### src/rtl/ahb_sramc_ctrl.sv
// AHB-Lite slave front end for a 2-bank x 4-lane array of 8Kx8 SRAM macros.
// Address phase is decoded into bank/lane chip selects and a word address.
// Writes commit in the data phase. Reads return with zero wait states, except
// a read that follows a write, which takes one wait state.
//
//   state   | meaning
//   --------+-----------------------------------------------------------
//   IDLE    | no data phase pending for this slave
//   WDATA   | write data phase; SRAM written from registered address info
//   RDATA   | read data phase; SRAM outputs returned on hrdata
//   RSTALL  | read deferred behind a write; issued now, hreadyout=0
//   ERR1    | first ERROR response cycle, hreadyout=0
//   ERR2    | second ERROR response cycle, hreadyout=1
module ahb_sramc_ctrl #(
  parameter int AW = 13,
  parameter int DW = 32
) (
  input  logic          sram_clk,
  input  logic          sram_rst,
  input  logic          hsel,
  input  logic [1:0]    htrans,
  input  logic          hwrite,
  input  logic [2:0]    hsize,
  input  logic [15:0]   haddr,
  input  logic [DW-1:0] hwdata,
  input  logic          hready,
  output logic          hreadyout,
  output logic          hresp,
  output logic [DW-1:0] hrdata,
  output logic [AW-1:0] sram_addr,
  output logic [DW-1:0] sram_wdata,
  output logic          sram_we,
  output logic [3:0]    bank0_cs,
  output logic [3:0]    bank1_cs,
  input  logic [7:0]    sram_b0,
  input  logic [7:0]    sram_b1,
  input  logic [7:0]    sram_b2,
  input  logic [7:0]    sram_b3,
  input  logic [7:0]    sram_b4,
  input  logic [7:0]    sram_b5,
  input  logic [7:0]    sram_b6,
  input  logic [7:0]    sram_b7
);

  typedef enum logic [2:0] {
    S_IDLE, S_WDATA, S_RDATA, S_RSTALL, S_ERR1, S_ERR2
  } state_t;

  state_t        state_q, state_d;
  logic [AW-1:0] wr_addr_q, wr_addr_d;
  logic [AW-1:0] rd_addr_q, rd_addr_d;
  logic          wr_bank_q, wr_bank_d;
  logic          rd_bank_q, rd_bank_d;
  logic [3:0]    wr_lanes_q, wr_lanes_d;

  logic          accept;
  logic          illegal;
  logic          rd_direct;
  logic [3:0]    lanes;
  logic [3:0]    cs;
  logic          cs_bank;
  logic          htrans_lsb_unused;

  // SEQ and NONSEQ are treated alike; only htrans[1] matters.
  assign htrans_lsb_unused = htrans[0];
  assign accept = hsel & htrans[1] & hready;

  // Decode size/alignment into a byte-lane mask and a legality flag.
  always_comb begin
    lanes   = 4'b1111;
    illegal = 1'b0;
    case (hsize)
      3'd0: lanes = 4'b0001 << haddr[1:0];
      3'd1: begin
        lanes   = haddr[1] ? 4'b1100 : 4'b0011;
        illegal = haddr[0];
      end
      3'd2:    illegal = (haddr[1:0] != 2'b00);
      default: illegal = 1'b1;
    endcase
  end

  // Next state, and capture of address-phase info for the coming data phase.
  always_comb begin
    state_d    = state_q;
    wr_addr_d  = wr_addr_q;
    wr_bank_d  = wr_bank_q;
    wr_lanes_d = wr_lanes_q;
    rd_addr_d  = rd_addr_q;
    rd_bank_d  = rd_bank_q;
    case (state_q)
      S_RSTALL: state_d = S_RDATA;
      S_ERR1:   state_d = S_ERR2;
      default: begin
        state_d = S_IDLE;
        if (accept) begin
          if (illegal) begin
            state_d = S_ERR1;
          end else if (hwrite) begin
            state_d    = S_WDATA;
            wr_addr_d  = haddr[2 +: AW];
            wr_bank_d  = haddr[15];
            wr_lanes_d = lanes;
          end else begin
            // The SRAM port belongs to the write this cycle; defer the read.
            state_d   = (state_q == S_WDATA) ? S_RSTALL : S_RDATA;
            rd_addr_d = haddr[2 +: AW];
            rd_bank_d = haddr[15];
          end
        end
      end
    endcase
  end

  // State and pending-transfer registers.
  always_ff @(posedge sram_clk) begin
    if (sram_rst) begin
      state_q    <= S_IDLE;
      wr_addr_q  <= '0;
      wr_bank_q  <= 1'b0;
      wr_lanes_q <= 4'b0;
      rd_addr_q  <= '0;
      rd_bank_q  <= 1'b0;
    end else begin
      state_q    <= state_d;
      wr_addr_q  <= wr_addr_d;
      wr_bank_q  <= wr_bank_d;
      wr_lanes_q <= wr_lanes_d;
      rd_addr_q  <= rd_addr_d;
      rd_bank_q  <= rd_bank_d;
    end
  end

  // A legal read accepted outside a write data phase uses the port in its own address cycle.
  assign rd_direct = accept & ~illegal & ~hwrite &
                     (state_q inside {S_IDLE, S_RDATA, S_ERR2});

  // SRAM port drive; forced idle under reset so an in-flight write is dropped.
  always_comb begin
    sram_we    = 1'b0;
    sram_addr  = '0;
    sram_wdata = '0;
    cs         = 4'b0;
    cs_bank    = 1'b0;
    if (!sram_rst) begin
      if (state_q == S_WDATA) begin
        sram_we    = 1'b1;
        sram_addr  = wr_addr_q;
        sram_wdata = hwdata;
        cs         = wr_lanes_q;
        cs_bank    = wr_bank_q;
      end else if (state_q == S_RSTALL) begin
        sram_addr = rd_addr_q;
        cs        = 4'b1111;
        cs_bank   = rd_bank_q;
      end else if (rd_direct) begin
        sram_addr = haddr[2 +: AW];
        cs        = 4'b1111;
        cs_bank   = haddr[15];
      end
    end
  end

  assign bank0_cs = cs_bank ? 4'b0 : cs;
  assign bank1_cs = cs_bank ? cs : 4'b0;

  // Bus response; reads always return the full word of the selected bank.
  always_comb begin
    hreadyout = 1'b1;
    hresp     = 1'b0;
    hrdata    = '0;
    if (!sram_rst) begin
      hreadyout = !(state_q inside {S_RSTALL, S_ERR1});
      hresp     = (state_q inside {S_ERR1, S_ERR2});
      if (state_q == S_RDATA)
        hrdata = rd_bank_q ? {sram_b7, sram_b6, sram_b5, sram_b4}
                           : {sram_b3, sram_b2, sram_b1, sram_b0};
    end
  end

endmodule

### config.mk
export PLATFORM = sky130hd
export DESIGN_NAME = ahb_sramc_ctrl
export DESIGN_NICKNAME = d
export VERILOG_FILES = /design/src/rtl/ahb_sramc_ctrl.sv
export SDC_FILE = /design/constraint.sdc
export NUM_CORES = 1
export LEC_CHECK = 0
export CAP_MARGIN = 20
export CORE_ASPECT_RATIO = 1.1
export CORE_MARGIN = 3
export CORE_UTILIZATION = 37
export DETAILED_ROUTE_END_ITERATION = 16
export MAX_ROUTING_LAYER = met4
export PLACE_DENSITY = 0.9
export SYNTH_ARGS = -nofsm -noshare
export SYNTH_HDL_FRONTEND = slang
export SYNTH_SLANG_ARGS = --single-unit
### constraint.sdc
create_clock -name sram_clk -period 2.7 [get_ports sram_clk]
set_input_delay 0.27 -clock sram_clk [delete_from_list [all_inputs] [get_ports sram_clk]]
set_output_delay 0.27 -clock sram_clk [all_outputs]
set_load 0.05 [all_outputs]
==> flow_metrics.env, run 1 <==
export IMPL_finalSetupViolations=0
export IMPL_ir_drop_uv=322.1
export IMPL_rsz0062_at_grt="yes"
export IMPL_drt_iter0_drc=171
export IMPL_power_total_w=0.001548
export IMPL_gp_congestion=0.8926
export IMPL_synthFlopType="dfxtp_1"
export IMPL_syn_nets=469
export IMPL_syn_cell_area_sq_mm=0.002736
export IMPL_ctsHoldBuffers=0
export IMPL_worst_hold_slack_ns=0.4831
export IMPL_fin_worst_skew_ns=0.007352
export IMPL_path_clk_slew_ns=0.08
export IMPL_ctsRootBufferMaster="clkbuf_8"
export IMPL_cts_setup_buffers=0
export IMPL_hpwl_mm=9.493
export IMPL_critPathMaxFanout=6
export IMPL_place_area_sq_mm=0.005722
export IMPL_hold_depth=2
export IMPL_synth_warnings=0
export IMPL_clk_path_buf_depth=2
export IMPL_rows=32
export IMPL_tightest_slew_ns=0.7547
export IMPL_endpoint_kind="output pin"
export IMPL_synth_most_common_cell="mux2i_1"
export IMPL_slew_headroom_pct=49.54
export IMPL_r2r_start="state_q[2]"
export IMPL_min_from="rd_addr_q[12]"
export IMPL_synth_avg_cell_area_sq_um=7.886
export IMPL_status="finished clean"
export IMPL_synthDistinctLibCells=37
export IMPL_synth_edff_count=0
export IMPL_critPathKind="input pin to output pin"
export IMPL_core_sq_mm=0.007087
export IMPL_nets=663
export IMPL_grt_ovfl_total=0
export IMPL_combPwrFrac_pct=28.8
export IMPL_vias_per_cell=5.419
export IMPL_whs_endpoint="rd_addr_q[12]"
export IMPL_cp_data_required_time_ns=2.43
export IMPL_yosysTopAreaCell="dfxtp_1"
export IMPL_ctsResizeCount=0
export IMPL_ios=210
export IMPL_period_minus_slack_ns=2.566
export IMPL_async_flop_share_pct=0
export IMPL_syn_to_final_growth_pct=113.9
export IMPL_fmax_mhz=389.6
export IMPL_track_usage_pct=28.24
export IMPL_grt_pass1_wl_mm=17.79
export IMPL_swShare_pct=25.77
export IMPL_first_global_vias=3333
export IMPL_place_port_buffers=208
export IMPL_start_util_pct=38.61
export IMPL_wl_per_cell_um=19.33
export IMPL_antenna_found_initial=0
export IMPL_reg2reg_to="wr_addr_q[11]"
export IMPL_dieArea_sq_mm=0.008465
export IMPL_hold_path_class="register to register"
export IMPL_die_w_um=88.00
export IMPL_grt_max_degree=34
export IMPL_pwr_share_seq_pct=34.2
export IMPL_cts_tree="done"
export IMPL_numCtsBuffers=5
export IMPL_cts_sinks=35
export IMPL_wirelength_mm=12.12
export IMPL_maxSlewViolCount=0
export IMPL_p_clk_share_pct=37.0
export IMPL_vias=3398
export IMPL_postSynthCellCount=347
export IMPL_arrival_ns=2.30
export IMPL_drive_gt1_share_pct=21.59
export IMPL_final_cell_area_sq_mm=0.005854
export IMPL_ant_nets=0
export IMPL_ys_top_cells_by_count="mux2i_1 (60), nor2_1 (43), dfxtp_1 (35)"
export IMPL_insertion_delay_ns=0.29
export IMPL_finalHoldViolations=0
export IMPL_cts_htree_levels=2
export IMPL_net_switching_power_w=0.0003990
export IMPL_p_per_area_mw_per_mm2=264.4
export IMPL_drv_cap=0
export IMPL_critPathLaunchType="input pin"
export IMPL_leakagePower_nw=2.172
export IMPL_netlist_area_leader_share_pct=25.61
export IMPL_ys_top_cells_by_area="dfxtp_1 (26%), mux2i_1 (22%), and2_1 (7.5%)"
export IMPL_finish_utilization_pct=82.61
export IMPL_drc=0
export IMPL_dr_pass1_iters=6
export IMPL_ys_seq_area_share_pct=25.61
export IMPL_die_y_um=96.20
export IMPL_internal_power_w=0.001149
export IMPL_ys_ff_latch=35
export IMPL_fin_crit_sh_pct=95.05
export IMPL_reg2reg_slack_ns=0.88
export IMPL_antenna_cells=0
export IMPL_r2r_cells=4
cell families after synthesis:
family	after synthesis	share of synthesized area (%)
compound gates	78	18.06
buf+inv	33	5.990
flops	35	25.61
mux	60	21.95
simple gates	141	28.40
per-stage QoR:
stage               setup TNS (ns)  worst slack [ns]  cells
global route             -0.007024         -0.006954    627
detailed placement               0            0.1384    619
finish                           0            0.1336    627
floorplan                        0            0.4420    347
global placement                 0            0.1948    619
CTS                              0            0.1270    627
layout make-up:
| class | instances | area [sq um] |
|---|---|---|
| Clock buffer | 6 | 72.57 |
| Clock inverter | 2 | 60.06 |
| Fill cell | 402 | 1232 |
| Inverter | 3 | 11.26 |
| Multi-Input combinational cell | 279 | 1872 |
| Sequential cell | 35 | 701.9 |
| Tap cell | 85 | 106.4 |
| Timing Repair Buffer | 217 | 3030 |
worst max path at each step:
stage | from | slack [ns] | endpoint
after floorplan | hsize[0] | 0.44 | sram_addr[0]
after CTS | hsize[0] | 0.13 | bank1_cs[0]
final | hsize[0] | 0.13 | bank1_cs[0]
after detailed placement | hsize[0] | 0.14 | bank1_cs[0]
after global placement | hsize[0] | 0.19 | bank1_cs[3]
after global routing | hsize[0] | -0.007 | bank1_cs[3]
critical path: stages:
cell and delay, ns:
clkdlybuf4s50_1 0.49, or3_4 0.45, a211oi_1 0.36, a41oi_1 0.27, nor2_1 0.28, buf_12 0.17
routing by layer:
layer	track usage, %	share of wire [%]	routed length, um	vias to the layer above
met5	-	0	0	-
li1	-	-	-	1600
met2	51.07	52	6343	183
met1	30.63	36	4355	1588
met3	6.507	8.8	1069	27
met4	8.312	2.9	349	0
registers in the layout, summed over array words and instances, names as in the netlist:
register    flops
state_q         3
rd_addr_q      13
wr_lanes_q      4
rd_bank_q       1
wr_addr_q      13
wr_bank_q       1
cells in the final DEF (no fill, tap or decap), types with 2 or more instances in the layout:
cell type	count
a211oi_1	2
a21o_1	3
a21oi_1	24
and2_1	33
buf_12	88
buf_4	9
bufinv_16	2
clkbuf_8	5
clkdlybuf4s50_1	120
dfxtp_1	34
inv_1	3
mux2i_1	60
nand2_1	2
nand2b_1	30
nand3_1	19
nand3_4	2
nor2_1	43
nor2b_1	3
nor3_1	2
o21a_1	5
o21ai_0	24
o22ai_1	9
o22ai_2	4
power groups by stage:
stage	registers, W	logic (W)	clock network (W)
2_1_floorplan	0.000536	0.000170	0
3_3_place_gp	0.000540	0.000432	0
3_5_place_dp	0.000541	0.000443	0
4_1_cts	0.000529	0.000446	0.000573
5_1_grt	0.000530	0.000470	0.000598
6_report	0.000530	0.000447	0.000572
Power figures use the tool's default switching activity.
==> run 2: changes to the inputs <==
--- a/config.mk
+++ b/config.mk
@@ -5,7 +5,6 @@
 export SDC_FILE = /design/constraint.sdc
 export NUM_CORES = 1
 export LEC_CHECK = 0
-export CAP_MARGIN = 20
 export CORE_ASPECT_RATIO = 1.1
 export CORE_MARGIN = 3
 export CORE_UTILIZATION = 37
==> results of run 2 <==
Final layout, timing and power as in run 1 (identical DEF).
